<file path="src/rtl/reg_writeback_if.sv">
// ============================================================================
//  reg_writeback_if
//  Result-source bus into the writeback arbiter: per-source valid, ready,
//  target file, register index and data (index 0=load, 1=fpu, 2=alu).
//  Revision: 1.0
// ============================================================================
`default_nettype none

interface reg_writeback_if;
    logic [2:0]  src_valid;
    logic [2:0]  src_ready;
    logic [2:0]  src_fmode;
    logic [14:0] src_reg;
    logic [95:0] src_data;

    modport master (
        output src_valid,
        output src_fmode,
        output src_reg,
        output src_data,
        input  src_ready
    );

    modport slave (
        input  src_valid,
        input  src_fmode,
        input  src_reg,
        input  src_data,
        output src_ready
    );
endinterface

`default_nettype wire

</file>
<file path="src/rtl/reg_writeback.sv">
// ============================================================================
//  reg_writeback
//  Fixed-priority writeback arbiter with a 64-entry pending scoreboard.
//  Optional operand forwarding is enabled by defining WB_FORWARD_EN.
//  Revision: 1.0
// ============================================================================
`default_nettype none

module reg_writeback (
    input  wire logic        clk,
    input  wire logic        rstn,
    reg_writeback_if.slave   src,
    input  wire logic        iss_valid,
    input  wire logic        iss_fmode,
    input  wire logic [4:0]  iss_reg,
    input  wire logic        rfmode1,
    input  wire logic [4:0]  rreg1,
    input  wire logic        rfmode2,
    input  wire logic [4:0]  rreg2,
    output logic             busy1,
    output logic             busy2,
    output logic             fwd_hit1,
    output logic             fwd_hit2,
    output logic [31:0]      fwd_data1,
    output logic [31:0]      fwd_data2,
    output logic             wenable,
    output logic             wfmode,
    output logic [4:0]       wreg,
    output logic [31:0]      wdata
);

    localparam int NUM_SRC = 3;

    logic [2:0]  grant;
    logic        xfer;
    logic        sel_fmode;
    logic [4:0]  sel_reg;
    logic [31:0] sel_data;

    logic        wenable_q, wenable_d;
    logic        wfmode_q,  wfmode_d;
    logic [4:0]  wreg_q,    wreg_d;
    logic [31:0] wdata_q,   wdata_d;

    logic [31:0] pend_g_q, pend_g_d;
    logic [31:0] pend_f_q, pend_f_d;

    logic        look_ok1, look_ok2;
    logic        pend_bit1, pend_bit2;
    logic        hit1, hit2;

    // Lowest index wins: load beats fpu beats alu.
    always_comb begin
        grant = 3'b000;
        if (src.src_valid[0]) begin
            grant = 3'b001;
        end else if (src.src_valid[1]) begin
            grant = 3'b010;
        end else if (src.src_valid[2]) begin
            grant = 3'b100;
        end
    end

    assign src.src_ready = grant;
    assign xfer          = |grant;

    always_comb begin
        sel_fmode = 1'b0;
        sel_reg   = 5'd0;
        sel_data  = 32'd0;
        for (int i = 0; i < NUM_SRC; i++) begin
            if (grant[i]) begin
                sel_fmode = src.src_fmode[i];
                sel_reg   = src.src_reg[i*5 +: 5];
                sel_data  = src.src_data[i*32 +: 32];
            end
        end
    end

    // A transfer to greg 0 is consumed but never reaches the register file.
    always_comb begin
        wenable_d = xfer && (sel_fmode || (sel_reg != 5'd0));
        wfmode_d  = xfer ? sel_fmode : wfmode_q;
        wreg_d    = xfer ? sel_reg   : wreg_q;
        wdata_d   = xfer ? sel_data  : wdata_q;
    end

    // Clear first, then set, so an issue on the same edge as a write wins.
    always_comb begin
        pend_g_d = pend_g_q;
        pend_f_d = pend_f_q;
        if (wenable_q) begin
            if (wfmode_q) begin
                pend_f_d[wreg_q] = 1'b0;
            end else begin
                pend_g_d[wreg_q] = 1'b0;
            end
        end
        if (iss_valid) begin
            if (iss_fmode) begin
                pend_f_d[iss_reg] = 1'b1;
            end else begin
                pend_g_d[iss_reg] = 1'b1;
            end
        end
        pend_g_d[0] = 1'b0;
    end

    always_ff @(posedge clk or negedge rstn) begin
        if (!rstn) begin
            wenable_q <= 1'b0;
            wfmode_q  <= 1'b0;
            wreg_q    <= 5'd0;
            wdata_q   <= 32'd0;
            pend_g_q  <= 32'd0;
            pend_f_q  <= 32'd0;
        end else begin
            wenable_q <= wenable_d;
            wfmode_q  <= wfmode_d;
            wreg_q    <= wreg_d;
            wdata_q   <= wdata_d;
            pend_g_q  <= pend_g_d;
            pend_f_q  <= pend_f_d;
        end
    end

    assign wenable = wenable_q;
    assign wfmode  = wfmode_q;
    assign wreg    = wreg_q;
    assign wdata   = wdata_q;

    assign look_ok1  = rfmode1 || (rreg1 != 5'd0);
    assign look_ok2  = rfmode2 || (rreg2 != 5'd0);
    assign pend_bit1 = rfmode1 ? pend_f_q[rreg1] : pend_g_q[rreg1];
    assign pend_bit2 = rfmode2 ? pend_f_q[rreg2] : pend_g_q[rreg2];

`ifdef WB_FORWARD_EN
    assign hit1 = wenable_q && (wfmode_q == rfmode1) && (wreg_q == rreg1) && look_ok1;
    assign hit2 = wenable_q && (wfmode_q == rfmode2) && (wreg_q == rreg2) && look_ok2;

    assign fwd_hit1  = hit1;
    assign fwd_hit2  = hit2;
    assign fwd_data1 = hit1 ? wdata_q : 32'd0;
    assign fwd_data2 = hit2 ? wdata_q : 32'd0;
`else
    assign hit1 = 1'b0;
    assign hit2 = 1'b0;

    assign fwd_hit1  = 1'b0;
    assign fwd_hit2  = 1'b0;
    assign fwd_data1 = 32'd0;
    assign fwd_data2 = 32'd0;
`endif

    // A forwarded operand is not busy: the value is on the write port now.
    assign busy1 = pend_bit1 && look_ok1 && !hit1;
    assign busy2 = pend_bit2 && look_ok2 && !hit2;

endmodule

`default_nettype wire

</file>
<file path="src/flat_wrapper.sv">
// flat-port wrapper written by rule: the top's interface ports become plain ports
module reg_writeback_flat 
  (clk, rstn, iss_valid, iss_fmode, iss_reg, rfmode1, rreg1, rfmode2, rreg2, busy1, busy2, fwd_hit1, fwd_hit2, fwd_data1, fwd_data2, wenable, wfmode, wreg, wdata, src_src_valid, src_src_fmode, src_src_reg, src_src_data, src_src_ready);
  reg_writeback_if src_i ();
  input  wire logic clk;
  input  wire logic rstn;
  input  wire logic iss_valid;
  input  wire logic iss_fmode;
  input  wire logic [4:0] iss_reg;
  input  wire logic rfmode1;
  input  wire logic [4:0] rreg1;
  input  wire logic rfmode2;
  input  wire logic [4:0] rreg2;
  output logic busy1;
  output logic busy2;
  output logic fwd_hit1;
  output logic fwd_hit2;
  output logic [31:0] fwd_data1;
  output logic [31:0] fwd_data2;
  output logic wenable;
  output logic wfmode;
  output logic [4:0] wreg;
  output logic [31:0] wdata;
  input wire logic [$bits(src_i.src_valid)-1:0] src_src_valid;
  input wire logic [$bits(src_i.src_fmode)-1:0] src_src_fmode;
  input wire logic [$bits(src_i.src_reg)-1:0] src_src_reg;
  input wire logic [$bits(src_i.src_data)-1:0] src_src_data;
  output wire logic [$bits(src_i.src_ready)-1:0] src_src_ready;
  assign src_i.src_valid = src_src_valid;
  assign src_i.src_fmode = src_src_fmode;
  assign src_i.src_reg = src_src_reg;
  assign src_i.src_data = src_src_data;
  assign src_src_ready = src_i.src_ready;
  reg_writeback u_core (.clk(clk), .rstn(rstn), .src(src_i), .iss_valid(iss_valid), .iss_fmode(iss_fmode), .iss_reg(iss_reg), .rfmode1(rfmode1), .rreg1(rreg1), .rfmode2(rfmode2), .rreg2(rreg2), .busy1(busy1), .busy2(busy2), .fwd_hit1(fwd_hit1), .fwd_hit2(fwd_hit2), .fwd_data1(fwd_data1), .fwd_data2(fwd_data2), .wenable(wenable), .wfmode(wfmode), .wreg(wreg), .wdata(wdata));
endmodule
</file>
<file path="config.mk">
export PLATFORM = sky130hd
export DESIGN_NAME = reg_writeback_flat
export DESIGN_NICKNAME = d
export VERILOG_FILES = /design/src/rtl/reg_writeback_if.sv /design/src/rtl/reg_writeback.sv /design/src/flat_wrapper.sv
export SDC_FILE = /design/constraint.sdc
export NUM_CORES = 1
export LEC_CHECK = 0
export CORE_UTILIZATION = 47
export CTS_BUF_LIST = sky130_fd_sc_hd__clkbuf_8 sky130_fd_sc_hd__clkbuf_16
export CTS_CLUSTER_DIAMETER = 60
export CTS_CLUSTER_SIZE = 28
export DETAILED_ROUTE_END_ITERATION = 12
export PLACE_DENSITY = 0.95
export RECOVER_POWER = 25
export SYNTH_ARGS = -nofsm -noshare
export SYNTH_HDL_FRONTEND = slang
export SYNTH_SLANG_ARGS = --single-unit
</file>
<file path="constraint.sdc">
create_clock -name clk -period 4.1 [get_ports clk]
set_clock_uncertainty 0.15 [all_clocks]
set_input_delay 0.82 -clock clk [delete_from_list [all_inputs] [get_ports clk]]
set_output_delay 0.82 -clock clk [all_outputs]
set_load 0.01 [all_outputs]
</file>
Word-level counts from Yosys, hierarchy flattened

Cells that the tools add are included.
W data, S select, Z words.

Flip-flop bits (word level): 102
Bits of input ports: 138
Output and inout port bits: 110
Logic and storage cells: 63

$lt $le $gt $ge: 6
Mux-type cells: 34
Bitwise gates (word level): 5
Reduce and logical (&&, ||, !) cells: 12

Operators by type and width:

| cell                 | count |
|---|---|
| $mux W32             | 11 |
| $and A32 B32 Y32     | 2 |
| $or A32 B32 Y32      | 2 |
| $not A32 Y32         | 1 |
| $lt A5 B6 Y1 const B | 4 |
| $bmux W1 S5          | 4 |
| $mux W5              | 3 |
| $reduce_bool A5 Y1   | 3 |
| $mux W1              | 11 |
| $demux W1 S5         | 2 |
| $ge A5 B1 Y1 const B | 2 |
| $mux W3              | 3 |
| $logic_and A1 B1 Y1  | 5 |
| $logic_or A1 B1 Y1   | 3 |
| $reduce_or A3 Y1     | 1 |

Depth between registers and ports, before layout

Gate-level depths: netlist of the first run.

Word-level depth: 11
Gate-level depth with buffers: 7
Depth with buffers taken out: 5

Worst setup path after synthesis of the first run

Ideal clock, no wire load.

Kind: in2out
Start: in rreg2[0]
End: out busy2
Arrival: 2.289 ns
Required time: 3.130 ns
Setup slack: 0.841 ns
Stages: 6
Buffers on the path: 2
Path through: buf_2 -> buf_2 -> mux4_2 -> a31oi_1 -> nand3_1 -> a22o_1

Cells in the longest elaborated chain, start to end: 4
Elaborated cells on any way between the ends: 8
Those cells by class: 5 x mux; 3 x reduce/logical

RTL lines:

| item                          | line                 | RTL |
|---|---|---|
| start: declaration            | flat_wrapper.sv:13   | `input wire logic [4:0] rreg2;` |
| $bmux W1 S5                   | reg_writeback.sv:135 | `assign pend_bit2 = rfmode2 ? pend_f_q[rreg2] : pend_g_q[rreg2];` |
| $mux W1 (not written as such) | reg_writeback.sv:135 |  |
| $mux W1                       | reg_writeback.sv:135 |  |
| $logic_and A1 B1 Y1 (*)       | reg_writeback.sv:157 | `assign busy2 = pend_bit2 && look_ok2 && !hit2;` |
| end: declaration              | flat_wrapper.sv:15   | `output logic busy2;` |

Every way passes the cells marked *; elsewhere a longest branch is shown, timed or not. The select of a mux whose other input is x is not followed.

Worst setup path after layout of the first run

Start: in rreg1[0]
End: out busy1

Cells in the longest elaborated chain, start to end: 4
Elaborated cells on any way between the ends: 8
Those cells by class: 5 x mux; 3 x reduce/logical

RTL lines:

| item                          | line                 | RTL |
|---|---|---|
| start: declaration            | flat_wrapper.sv:11   | `input wire logic [4:0] rreg1;` |
| $bmux W1 S5                   | reg_writeback.sv:134 | `assign pend_bit1 = rfmode1 ? pend_f_q[rreg1] : pend_g_q[rreg1];` |
| $mux W1 (not written as such) | reg_writeback.sv:134 |  |
| $mux W1                       | reg_writeback.sv:134 |  |
| $logic_and A1 B1 Y1 (*)       | reg_writeback.sv:156 | `assign busy1 = pend_bit1 && look_ok1 && !hit1;` |
| end: declaration              | flat_wrapper.sv:14   | `output logic busy1;` |

Marked as above.

==> results of run 1 <==
worst reg2reg max path: stages (launching register included):
cell and delay, ns:
dfrtp_1 0.50, or3b_2 0.60, o21ai_0 0.23, o21ai_0 0.12
cell families after synthesis:
| kind of cell | count (synthesis) | share of synthesized area [%] |
|---|---|---|
| compound gates | 256 | 23.8 |
| simple gates | 110 | 9.10 |
| buf+inv | 106 | 11.0 |
| flops | 102 | 42.3 |
| mux | 46 | 13.7 |
| other cells | 1 | 0.0622 |
flip-flops by register name, indices dropped and copies added, names as in the netlist:
register,cells
u_core.wfmode,1
u_core.wenable,1
u_core.wdata,32
u_core.pend_f_q,32
u_core.wreg,5
u_core.pend_g_q,31
timing repair:
action / 4_1_cts / 5_1_grt
cloned: 0 / 0
resized for setup: 3 / 4
hold buffers: 0 / 0
hold endpoints to repair: 0 / 0
setup endpoints to repair: 2 / 1
setup buffers: 0 / 0
pin swaps: 0 / 0
metrics by stage:
step	power (mW)	setup slack (ns)	util, %	setup TNS (ns)	instances
finish	3.38	0.109	64.5	0	973
global route	3.55	0.0102	64.5	0	973
CTS	3.36	0.00839	64.5	0	973
detailed placement	2.55	-0.0916	62.2	-0.100	958
global placement	2.48	-0.0774	62.2	-0.0774	958
floorplan	2.09	0.841	-	0	686
report_power, final:
part / internal, mW / switching, mW / total [mW]
Clock: 0.418 / 0.393 / 0.811
Combinational: 0.556 / 0.444 / 1.00
Sequential: 1.28 / 0.288 / 1.57
Total: 2.26 / 1.12 / 3.38
placed cells by master, fill, tap and decap left out, types with 8 or more instances in the layout:
cell	synthesis	routed
clkdlybuf4s50_1	0	178
o21ai_0	149	149
dfrtp_1	102	102
conb_1	1	66
nand2_1	34	34
o22ai_1	32	32
a21oi_1	28	28
nor2_1	22	22
mux4_2	20	20
mux2i_1	16	16
a22oi_1	17	16
nand3_1	15	15
buf_4	67	15
nor2b_1	11	11
a31oi_1	10	10
clkbuf_16	0	9
and2_1	8	8
cell type report:
cell class              instances  area, um2  share of cell area [%]
clock inverters                 6       52.6                   0.648
repair buffers                201       1980                    24.4
flip-flops and latches        102       2550                    31.5
well taps                     172        215                    2.65
multi-input cells             478       3070                    37.8
inverters                       5       18.8                   0.231
clock buffers                   9        225                    2.78
how the worst max path moves through the flow:
stage	startpoint	end	slack (ns)	depth (start not counted)
after detailed placement	rreg1[0]	busy1	-0.09	8
after CTS	rreg2[1]	busy2	0.008	7
after global placement	rreg1[0]	busy1	-0.08	8
after floorplan	rreg2[0]	busy2	0.84	6
after global routing	rreg1[0]	busy1	0.01	10
final	rreg1[0]	busy1	0.11	8
routing by layer:
layer  vias up  share of wire (%)  track usage [%]
li1       2546                  -                -
met1      2785                 35             34.7
met2       388                 50             48.6
met3        72                 11             6.80
met4         0                4.2             14.7
met5         -                  0                0
==> metrics, run 1 <==
worst slew pin tran=2.03 ns; YS warnings=0; DRT iter0 DRCs=384; critical path class=primary input to output port; DR DRC count=0; Crit Reg-Reg Startpoint=u_core.wreg[3]$_DFFE_PN0P_; DP HPWL=14,300 um; via count=5,791; Critical Path, Cell by Cell=clkdlybuf4s50_1 > buf_4 > mux4_1 > mux4_2 > nand2b_4 > o21ai_2 > o21ai_2 > dlygate4sd2_1; vias in the first global route=5,446; syn avg cell area=9.72 um2; max incr delay on CP=0.56 ns; Die Ht=115 um; Longest Clk Path Bufs=2; Max-Slew Margin vs Limit=-35.1%; dpl cell area=7820 um2; Vias/cell=5.95; peak supply drop=0.214 mV; maxcap violations=1; CTS HTree Levels=3; DR WL/cell=19.3 um; number of flops mapped to enable cells by yosys=0; Worst Path Required=3.13 ns; All-Layer GR Usage=28.9%; Filler Cell Count=951; CTS Root Cell=clkbuf_16; synthesized flop and latch total=102; min Tclk post-route=3.99 ns; worst skew pair latency=0.34 ns; IO Count=248; fmax=251 MHz; largest net degree at the start of global routing=47; cell area after synthesis=6030 um2; Critical Path Source Type=primary input; ANT nets after route=0; Slew Viols, Final=38; Nets=935; Slowest-stage cell, CP=mux4_1; Synth async-reset ratio=100%; diodes inserted=0; initial antenna violation count=0; crit path DAT=3.02 ns; CP bufs+invs=3; r2r setup slk=2.38 ns; final global-route overflow total=0; cell area after layout=8110 um2; Final setup viols=0; Top Family by Delay on Critical Path=multiplexers; reg2reg end=u_core.pend_f_q[8]$_DFF_PN0_; PwrDens=417 nW/um2; Main synth FF type=dfrtp_1; Hold EP=u_core.pend_g_q[7]$_DFF_PN0_; DRT Wirelength=18,700 um; register area share after synthesis=42.3%; Die Width=115 um; Post-synth top cells=o21ai_0, dfrtp_1, buf_4, nand2_1, o22ai_1; R2R cell count=3; Yosys cell types=40; post-synth top area cell=dfrtp_1; HP Class=register to register; Fin. Hold Viols=0; TritonCTS Buffers=9; Gate Count Post-Synth=621; fraction of layout cells with a size suffix above 1=8.36%; Hold Crit Depth=2; failing checks=max-capacitance violations, max-slew violations; Layout area overhead=34.5%; Hold WS=0.397 ns; Crit Path Max Fanout=6; largest cells by area after synthesis=dfrtp_1, o21ai_0, buf_4; final period utilization=97.3%; drt pass-1 iters=5; CP Capture Type=output port; first-pass GRT wire length=28,900 um; top cell type's share of synthesized area=42.3%; Static Leakage=3.20 nW; most numerous cell in the Yosys netlist=o21ai_0; hold wc startpoint=u_core.pend_g_q[7]$_DFF_PN0_; RSZ-0062 raised after global routing=no; Die ar.=13,300 um2; status=complete, but fails checks; Sink Count=102; core box area=12,600 um2; GPL Wtd Cong=0.919; floorplan row count=41; port bufs=181; Worst-path clk slew=0.06 ns; CTS tree=built; most used cell, CP=o21ai_2; Starting Density=48.0%
Power figures use the tool's default switching activity.
==> run 2: changes to the inputs <==
--- a/config.mk
+++ b/config.mk
@@ -15,3 +15,4 @@
 export SYNTH_ARGS = -nofsm -noshare
 export SYNTH_HDL_FRONTEND = slang
 export SYNTH_SLANG_ARGS = --single-unit
+export TNS_END_PERCENT = 50
==> results of run 2 <==
Same layout as run 1: the final DEF is identical, and so are final timing and power.
